[src/rtl/delay_arbiter.sv]
// delay_arbiter: two-requester arbiter running a shared programmable delay; define DELAY_ARBITER_ROUND_ROBIN_EN for round-robin, else fixed priority to requester 0
module delay_arbiter #(
   parameter int WIDTH = 24
) (
   input  logic             clk,
   input  logic             rst,
   input  logic             req0,
   input  logic             req1,
   input  logic [WIDTH-1:0] limit0,
   input  logic [WIDTH-1:0] limit1,
   output logic             done0,
   output logic             done1,
   output logic             busy,
   output logic             owner,
   output logic [WIDTH-1:0] count
);
   typedef enum logic [1:0] {IDLE, COUNT, DONE} state_t;
   state_t state, state_n;
   logic [WIDTH-1:0] limit_q, limit_n, count_n;
   logic owner_n, win, owner_req;
`ifdef DELAY_ARBITER_ROUND_ROBIN_EN
   logic rr, rr_n;
   assign win = req0 ? (req1 & rr) : 1'b1;
`else
   assign win = ~req0;
`endif
   assign owner_req = owner ? req1 : req0;
   assign done0 = (state == DONE) & ~owner;
   assign done1 = (state == DONE) & owner;
   assign busy = state != IDLE;
   // next-state: grant in IDLE, count or abort in COUNT, single pulse in DONE
   always_comb begin
      state_n = state;
      count_n = count;
      limit_n = limit_q;
      owner_n = owner;
`ifdef DELAY_ARBITER_ROUND_ROBIN_EN
      rr_n = rr;
`endif
      case (state)
         IDLE: begin
            count_n = '0;
            if (req0 | req1) begin
               state_n = COUNT;
               owner_n = win;
               limit_n = win ? limit1 : limit0;
            end
         end
         COUNT: begin
            if (!owner_req) begin
               state_n = IDLE;
               count_n = '0;
`ifdef DELAY_ARBITER_ROUND_ROBIN_EN
               rr_n = ~owner;
`endif
            end else if (count == limit_q) state_n = DONE;
            else count_n = count + 1'b1;
         end
         DONE: begin
            state_n = IDLE;
            count_n = '0;
`ifdef DELAY_ARBITER_ROUND_ROBIN_EN
            rr_n = ~owner;
`endif
         end
         default: state_n = IDLE;
      endcase
   end
   // state and datapath registers, reset overriding all inputs
   always_ff @(posedge clk) begin
      if (rst) begin
         state <= IDLE;
         count <= '0;
         limit_q <= '0;
         owner <= 1'b0;
`ifdef DELAY_ARBITER_ROUND_ROBIN_EN
         rr <= 1'b0;
`endif
      end else begin
         state <= state_n;
         count <= count_n;
         limit_q <= limit_n;
         owner <= owner_n;
`ifdef DELAY_ARBITER_ROUND_ROBIN_EN
         rr <= rr_n;
`endif
      end
   end
endmodule

[config.mk]
export PLATFORM = sky130hd
export DESIGN_NAME = delay_arbiter
export DESIGN_NICKNAME = d
export VERILOG_FILES = /design/src/rtl/delay_arbiter.sv
export SDC_FILE = /design/constraint.sdc
export NUM_CORES = 1
export LEC_CHECK = 0
export CAP_MARGIN = 0
export CORE_ASPECT_RATIO = 0.9
export CORE_MARGIN = 5
export CORE_UTILIZATION = 53
export DETAILED_ROUTE_END_ITERATION = 10
export PLACE_DENSITY_LB_ADDON = 0.3
export SLEW_MARGIN = 30
export SYNTH_ARGS = -nofsm -noshare
export SYNTH_HDL_FRONTEND = slang
export SYNTH_SLANG_ARGS = --single-unit
[constraint.sdc]
create_clock -name clk -period 5.86 [get_ports clk]
set_clock_uncertainty 0.2 [all_clocks]
set_input_delay 0.586 -clock clk [delete_from_list [all_inputs] [get_ports clk]]
set_output_delay 0.586 -clock clk [all_outputs]
set_load 0.1 [all_outputs]
==> results of run 1 <==
metal layers:
metal / global-route usage / wire (microns) / vias up / share of wire
li1: - / - / 1389 / -
met1: 0.3064 / 3340 / 1327 / 0.42
met2: 0.3761 / 3698 / 153 / 0.47
met3: 0.05071 / 771 / 18 / 0.097
met4: 0.06696 / 129 / 0 / 0.016
met5: 0 / 0 / - / 0
worst min path at each step:
| stage | cells after the start | slack [ns] | endpoint |
|---|---|---|---|
| 3_5_place_dp | 2 | 0.31 | limit_q[20] |
| 2_1_floorplan | 2 | 0.29 | limit_q[17] |
| 5_1_grt | 2 | 0.34 | limit_q[2] |
| 6_report | 2 | 0.32 | limit_q[20] |
| 4_1_cts | 2 | 0.32 | limit_q[20] |
| 3_3_place_gp | 2 | 0.30 | limit_q[19] |
layout make-up:
cell class                      instances  area [sq um]
Sequential cell                        51          1021
Tap cell                               67         83.83
Multi-Input combinational cell        259          1836
Fill cell                             406          1455
Timing Repair Buffer                   82         813.3
Clock inverter                          2         35.03
Clock buffer                            6         82.58
Inverter                                6         22.52
kinds of logic (layout without fill, tap and decap cells):
kind of cell	count (synthesis)	count (layout)	synth area share
and+or+nand+nor	124	124	0.2438
adders and majority gates	1	1	0.004196
buffers and inverters	27	96	0.04280
DFF	51	51	0.3424
muxes	27	27	0.09106
AOI/OAI and AO/OA	83	83	0.2052
xor gates and xnor gates	24	24	0.07050
registers in the layout, indices dropped and copies added (netlist names):
signal	flops
owner	1
state	2
limit_q	24
count	24
power by group:
group          internal (uW)  switching, uW
Sequential               365           14.8
Clock                    138            114
Combinational           73.4           77.8
cells in the final DEF (no fill, tap or decap), drive strengths merged, types with 8 or more instances in the layout:
cell / netlist / routed
o21ai: 16 / 16
a21oi: 8 / 8
xor2: 24 / 24
a211oi: 25 / 25
nor2: 42 / 42
o31ai: 11 / 11
nand3: 12 / 12
nor2b: 10 / 10
mux2i: 26 / 26
clkdlybuf4s50: 0 / 79
nand2: 21 / 21
nor4: 10 / 10
dfxtp: 51 / 51
through the flow:
stage | hold slack, ns | setup WS (ns) | area [sq um] | power, uW | instances
2_1_floorplan | 0.2870 | 2.047 | 2982 | 483.8 | 337
3_3_place_gp | 0.3033 | 2.500 | 3776 | 535.4 | 465
3_5_place_dp | 0.3054 | 2.464 | 3776 | 539.0 | 465
4_1_cts | 0.3175 | 2.733 | 3894 | 785.4 | 473
5_1_grt | 0.3374 | 2.486 | 3894 | 816.4 | 473
6_report | 0.3168 | 2.650 | 3894 | 783.8 | 473
worst min-delay path, stage by stage, from the launching register on:
cell and delay (ns):
dfxtp_1 0.33, nor2_1 0.10, a211oi_1 0.05
==> impl_results.md, run 1 <==
- Status: finished clean
- DRT Wirelength: 7940 microns
- FF-to-FF setup slack: 3.21 ns
- Pleak: 0.001533 uW
- Residual DRC: 0
- Worst hold path startpoint: limit_q[20]
- Post-Syn Nets: 390
- Die ar.: 0.007228 sq mm
- Post-synth ARST share: 0
- Unrepaired setup endpoints after global routing: false
- Mapped Area: 0.002982 sq mm
- Synth top cells by count: 51 x dfxtp_1, 41 x nor2_1, 26 x mux2i_1, 25 x a211oi_1, 24 x xor2_1
- Avg Inst Size Synth: 8.848 sq um
- Post-CTS Setup Inserts: 0
- CP Max Fanout: 28
- Critical path's slowest cell: nor2_1
- I/O Buffers: 79
- Synth warnings: 0
- Ranking of synthesized cells by area: dfxtp_1 34%, mux2i_1 8.7%, xor2_1 7.0%
- Max_cap viols: 0
- Primary FF master, synth: dfxtp_1
- Antenna diodes: 0
- Seq/Total Area, Yosys: 0.3424
- Dominant cell type by area after synthesis: dfxtp_1
- Hold_buf cts: 0
- Slew Viols, Final: 0
- Post-Route Utilization: 0.7280
- Power per Cell Area: 201.3 mW/mm^2
- Reg2reg path depth: 6
- Crit path cell chain: clkdlybuf4s50_1 -> buf_4 -> mux2_2 -> nand2_1 -> nor2_1 -> and4b_1 -> a21oi_1 -> nand3_1
- Die Height: 81.16 microns
- Synthesis-to-layout area growth: 30.59%
- Layout cells sized above 1: 0.07143
- Initial antenna violation count: 0
- Period Utilization, post-route: 0.5477
- CTS tree: yes
- # IOs: 80
- Clk buf depth: 2
- HP Class: reg -> reg
- Unique masters post-synth: 59
- Clock Sinks: 51
- Relative slew slack: 0.3382
- Most common cell in the synthesized netlist: dfxtp_1
- Critical R2R Launch: count[0]
- R2r endpoint: count[15]
- Number of global-route vias before repair: 2,737
- Setup_tns: 0 ns
- Count of final setup violators: 0
- Final hold vios: 0
- Critical Path Source: req0
- Worst vdd ir: 0.1455 mV
- Post-DP HPWL: 5896 microns
- First-pass DRT Iterations: 5
- Critical path depth: 8
- Achievable clock frequency: 311.6 MHz
- Crit path launch type: input port
- Critical path type: in -> reg
- Post-Syn Instances: 337
- CTS clk-pin slew, worst paths: 0.08 ns
- CTS Buf Count: 5
- Nets: 458
- WL/cell: 16.79 microns
- 1st-iter DRT viols: 204
- Crit-path leading delay family: simple AND/OR/NAND/NOR gates
- Critical path arrival: 3.25 ns
- Synth top area share: 0.3424
- First-pass GRT wire length: 13,140 microns
- Placement Rows: 25
- Worst setup EP type: flip-flop
- Vias: 2,887
- Pin count of the biggest net entering global routing: 49
- Initial cell density of the core: 0.5574
- Pin slew with the least headroom to its limit: 0.9896 ns
- Placeable core area: 0.005349 sq mm
- Post-CTS sizing: 0
- Floorplan die width: 89.06 microns
- Antenna Nets Post-Route: 0
- CP endpoint: count[20]
- EDFF count, synth: 0
- Number of synthesized register bits: 51
- All-Layer GR Usage: 0.2307
- H-tree level count: 2
- Slowest stage delay, CP: 0.78 ns
- Worst-Skew Late Latency: 0.30 ns
- Root buf cell: clkbuf_8
- WP buf/inv: 2
- Tmin final: 3.210 ns
- Data required time of the worst path: 5.90 ns
- GRT overflow: 0
- Vias per inst: 6.104
- GP Congestion: 0.8489
No activity file was read; power rests on OpenSTA's default activity.
==> inputs of run 2 (changes only) <==
--- a/config.mk
+++ b/config.mk
@@ -8,7 +8,7 @@
 export CAP_MARGIN = 0
 export CORE_ASPECT_RATIO = 0.9
 export CORE_MARGIN = 5
-export CORE_UTILIZATION = 53
+export CORE_UTILIZATION = 44
 export DETAILED_ROUTE_END_ITERATION = 10
 export PLACE_DENSITY_LB_ADDON = 0.3
 export SLEW_MARGIN = 30
==> constraint.sdc (replaced) <==
create_clock -name clk -period 2.7 [get_ports clk]
set_clock_uncertainty 0.2 [all_clocks]
set_input_delay 0.27 -clock clk [delete_from_list [all_inputs] [get_ports clk]]
set_output_delay 0.27 -clock clk [all_outputs]
set_load 0.1 [all_outputs]
==> run 2 against run 1 <==
Net effect: combinational power increased by 120%; critical path depth decreased by 1; global-route usage decreased by 3.0 points; wire length increased by 4.7%; sequential share of layout area about the same; register-to-register slack got worse by 2.9 ns; die area increased by 18%; hold slack got worse by 0.0045 ns.
==> impl_results.md, run 2 (synthesis results as in run 1) <==
- Synthesis-to-layout area growth: 32.90%
- Post-CTS Setup Inserts: 0 (unchanged)
- Pin slew with the least headroom to its limit: 0.6766 ns (-0.3130 ns)
- Initial cell density of the core: 0.4527 (-0.1047)
- Root buf cell: clkbuf_8
- 1st-iter DRT viols: 151 (-26%)
- Critical path type: reg -> reg
- Slew Viols, Final: 0 (unchanged)
- Period Utilization, post-route: 0.8681
- Unrepaired setup endpoints after global routing: false
- Worst-Skew Late Latency: 0.31 ns (about the same)
- Antenna Nets Post-Route: 0 (unchanged)
- Top Registers: count x24, limit_q x24, state x2
- Nets: 474 (+3.5%)
- Residual DRC: 0 (unchanged)
- Post-DP HPWL: 6463 microns (+9.6%)
- Most frequent cells in the layout: 51 x clkdlybuf4s50_1, 47 x buf_4, 40 x nor2_1
- Pleak: 0.001659 uW (+8.3%)
- I/O Buffers: 79 (unchanged)
- Antenna diodes: 0 (unchanged)
- Status: finished clean
- Tmin final: 2.344 ns
- Die ar.: 0.008525 sq mm (+18%)
- Setup_tns: 0 ns (unchanged)
- All-Layer GR Usage: 0.2009 (-0.02975)
- Achievable clock frequency: 426.7 MHz
- Vias: 2,883 (-0.14%)
- Count of final setup violators: 0 (unchanged)
- Relative slew slack: 0.5448 (+0.2066)
- Placement Rows: 28 (+12%)
- Power per Cell Area: 404.0 mW/mm^2 (+100%)
- GRT overflow: 0 (unchanged)
- Vias per inst: 5.631 (-7.7%)
- GP Congestion: 0.8962 (+5.6%)
- Number of global-route vias before repair: 2,815 (+2.8%)
- Final hold vios: 0 (unchanged)
- Placed cell areas: 0.003877 sq mm (+2.7%)
- Placeable core area: 0.006586 sq mm (+23%)
- WL/cell: 16.24 microns (-3.2%)
- Post-CTS sizing: 0 (unchanged)
- Post-Place Setup Slack: 0.3235 ns (-2.140 ns)
- Hold_ws: 0.3123 ns (-0.004515 ns)
- First-pass DRT Iterations: 4 (-1)
- Pin count of the biggest net entering global routing: 37 (-24%)
- Clk buf depth: 2 (unchanged)
- Worst setup EP type: flip-flop
- HP Class: reg -> reg
- Worst vdd ir: 0.2514 mV (+73%)
- Finished Cell Area: 0.003963 sq mm (+1.8%)
- Critical path arrival: 2.36 ns (-0.89 ns)
- Final worst slack: 0.3562 ns (-2.294 ns)
- CTS clk-pin slew, worst paths: 0.09 ns (about the same)
- Max_cap viols: 0 (unchanged)
- CTS tree: yes
- First-pass GRT wire length: 13,930 microns (+6.0%)
- Crit path launch type: flip-flop
- Commonest non-fill, non-tap cell in the layout: clkdlybuf4s50_1
- H-tree level count: 2 (unchanged)
- CTS Buf Count: 5 (unchanged)
- CP Max Fanout: 8 (-71%)
- Clock Sinks: 51 (unchanged)
- # IOs: 80 (unchanged)
- FILL cells: 626 (+54%)
- Data required time of the worst path: 2.71 ns (-3.19 ns)
- Hold_buf cts: 0 (unchanged)
- DRT Wirelength: 8317 microns (+4.7%)
- Die Height: 88.10 microns (+8.6%)
- Post-Route Utilization: 0.6016 (-0.1263)
- Floorplan die width: 96.77 microns (+8.7%)
- Initial antenna violation count: 0 (unchanged)
- Layout cells sized above 1: 0.2062 (+0.1347)
run 2: cell count changes in the layout (fill, tap and decap cells not counted), sizes merged:
cell / previous run / this run
buf: 3 / 47
clkdlybuf4s50: 79 / 51
bufinv: 1 / 0
clkinvlp: 0 / 1
run 2: metal layers:
layer,vias up,track usage,wire (microns)
met5,-,0,0
met2,105,0.3371,3936
met4,0,0.06633,157
li1,1413,-,-
met3,15,0.05096,477
met1,1350,0.2556,3745
run 2: final timing paths:
kind         endpoint       from  depth (start not counted)  slack, ns
max          count[7]  count[20]                          7       0.36
min          count[1]   count[1]                          2       0.31
max reg2reg  count[7]  count[20]                          7       0.36
min reg2reg  count[1]   count[1]                          2       0.31
run 2: layout make-up:
type / count / area, sq um / area share
Clock inverter: 2 / 12.51 / 0.003158
Tap cell: 90 / 112.6 / 0.02842
Multi-Input combinational cell: 259 / 1841 / 0.4645
Clock buffer: 6 / 72.57 / 0.01831
Sequential cell: 51 / 1039 / 0.2621
Inverter: 6 / 22.52 / 0.005684
Timing Repair Buffer: 98 / 863.3 / 0.2179
run 2: worst max-delay path: stages, from the launching register on:
cell and delay [ns]:
dfxtp_1 0.49, xor2_1 0.17, nor4_4 0.31, nand4_4 0.19, o31ai_4 0.45, buf_4 0.23, o21ai_0 0.11, o31ai_1 0.08
run 2: power breakdown:
| group | internal, uW | switching, uW | total (uW) |
|---|---|---|---|
| Clock | 182 | 256 | 438 |
| Sequential | 793 | 33.7 | 827 |
| Combinational | 168 | 169 | 337 |
| Total | 1140 | 458 | 1600 |
run 2: stage by stage:
stage               instances  power (uW)
floorplan                 337        1051
CTS                       512        1614
detailed placement        504        1183
global route              512        1682
global placement          504        1175
finish                    512        1601
==> inputs of run 3 (changes only) <==
--- a/config.mk
+++ b/config.mk
@@ -10,6 +10,7 @@
 export CORE_MARGIN = 5
 export CORE_UTILIZATION = 44
 export DETAILED_ROUTE_END_ITERATION = 10
+export HOLD_SLACK_MARGIN = 0.05
 export PLACE_DENSITY_LB_ADDON = 0.3
 export SLEW_MARGIN = 30
 export SYNTH_ARGS = -nofsm -noshare
==> results of run 3 <==
No change in the layout: final DEF, timing and power equal those of run 2.
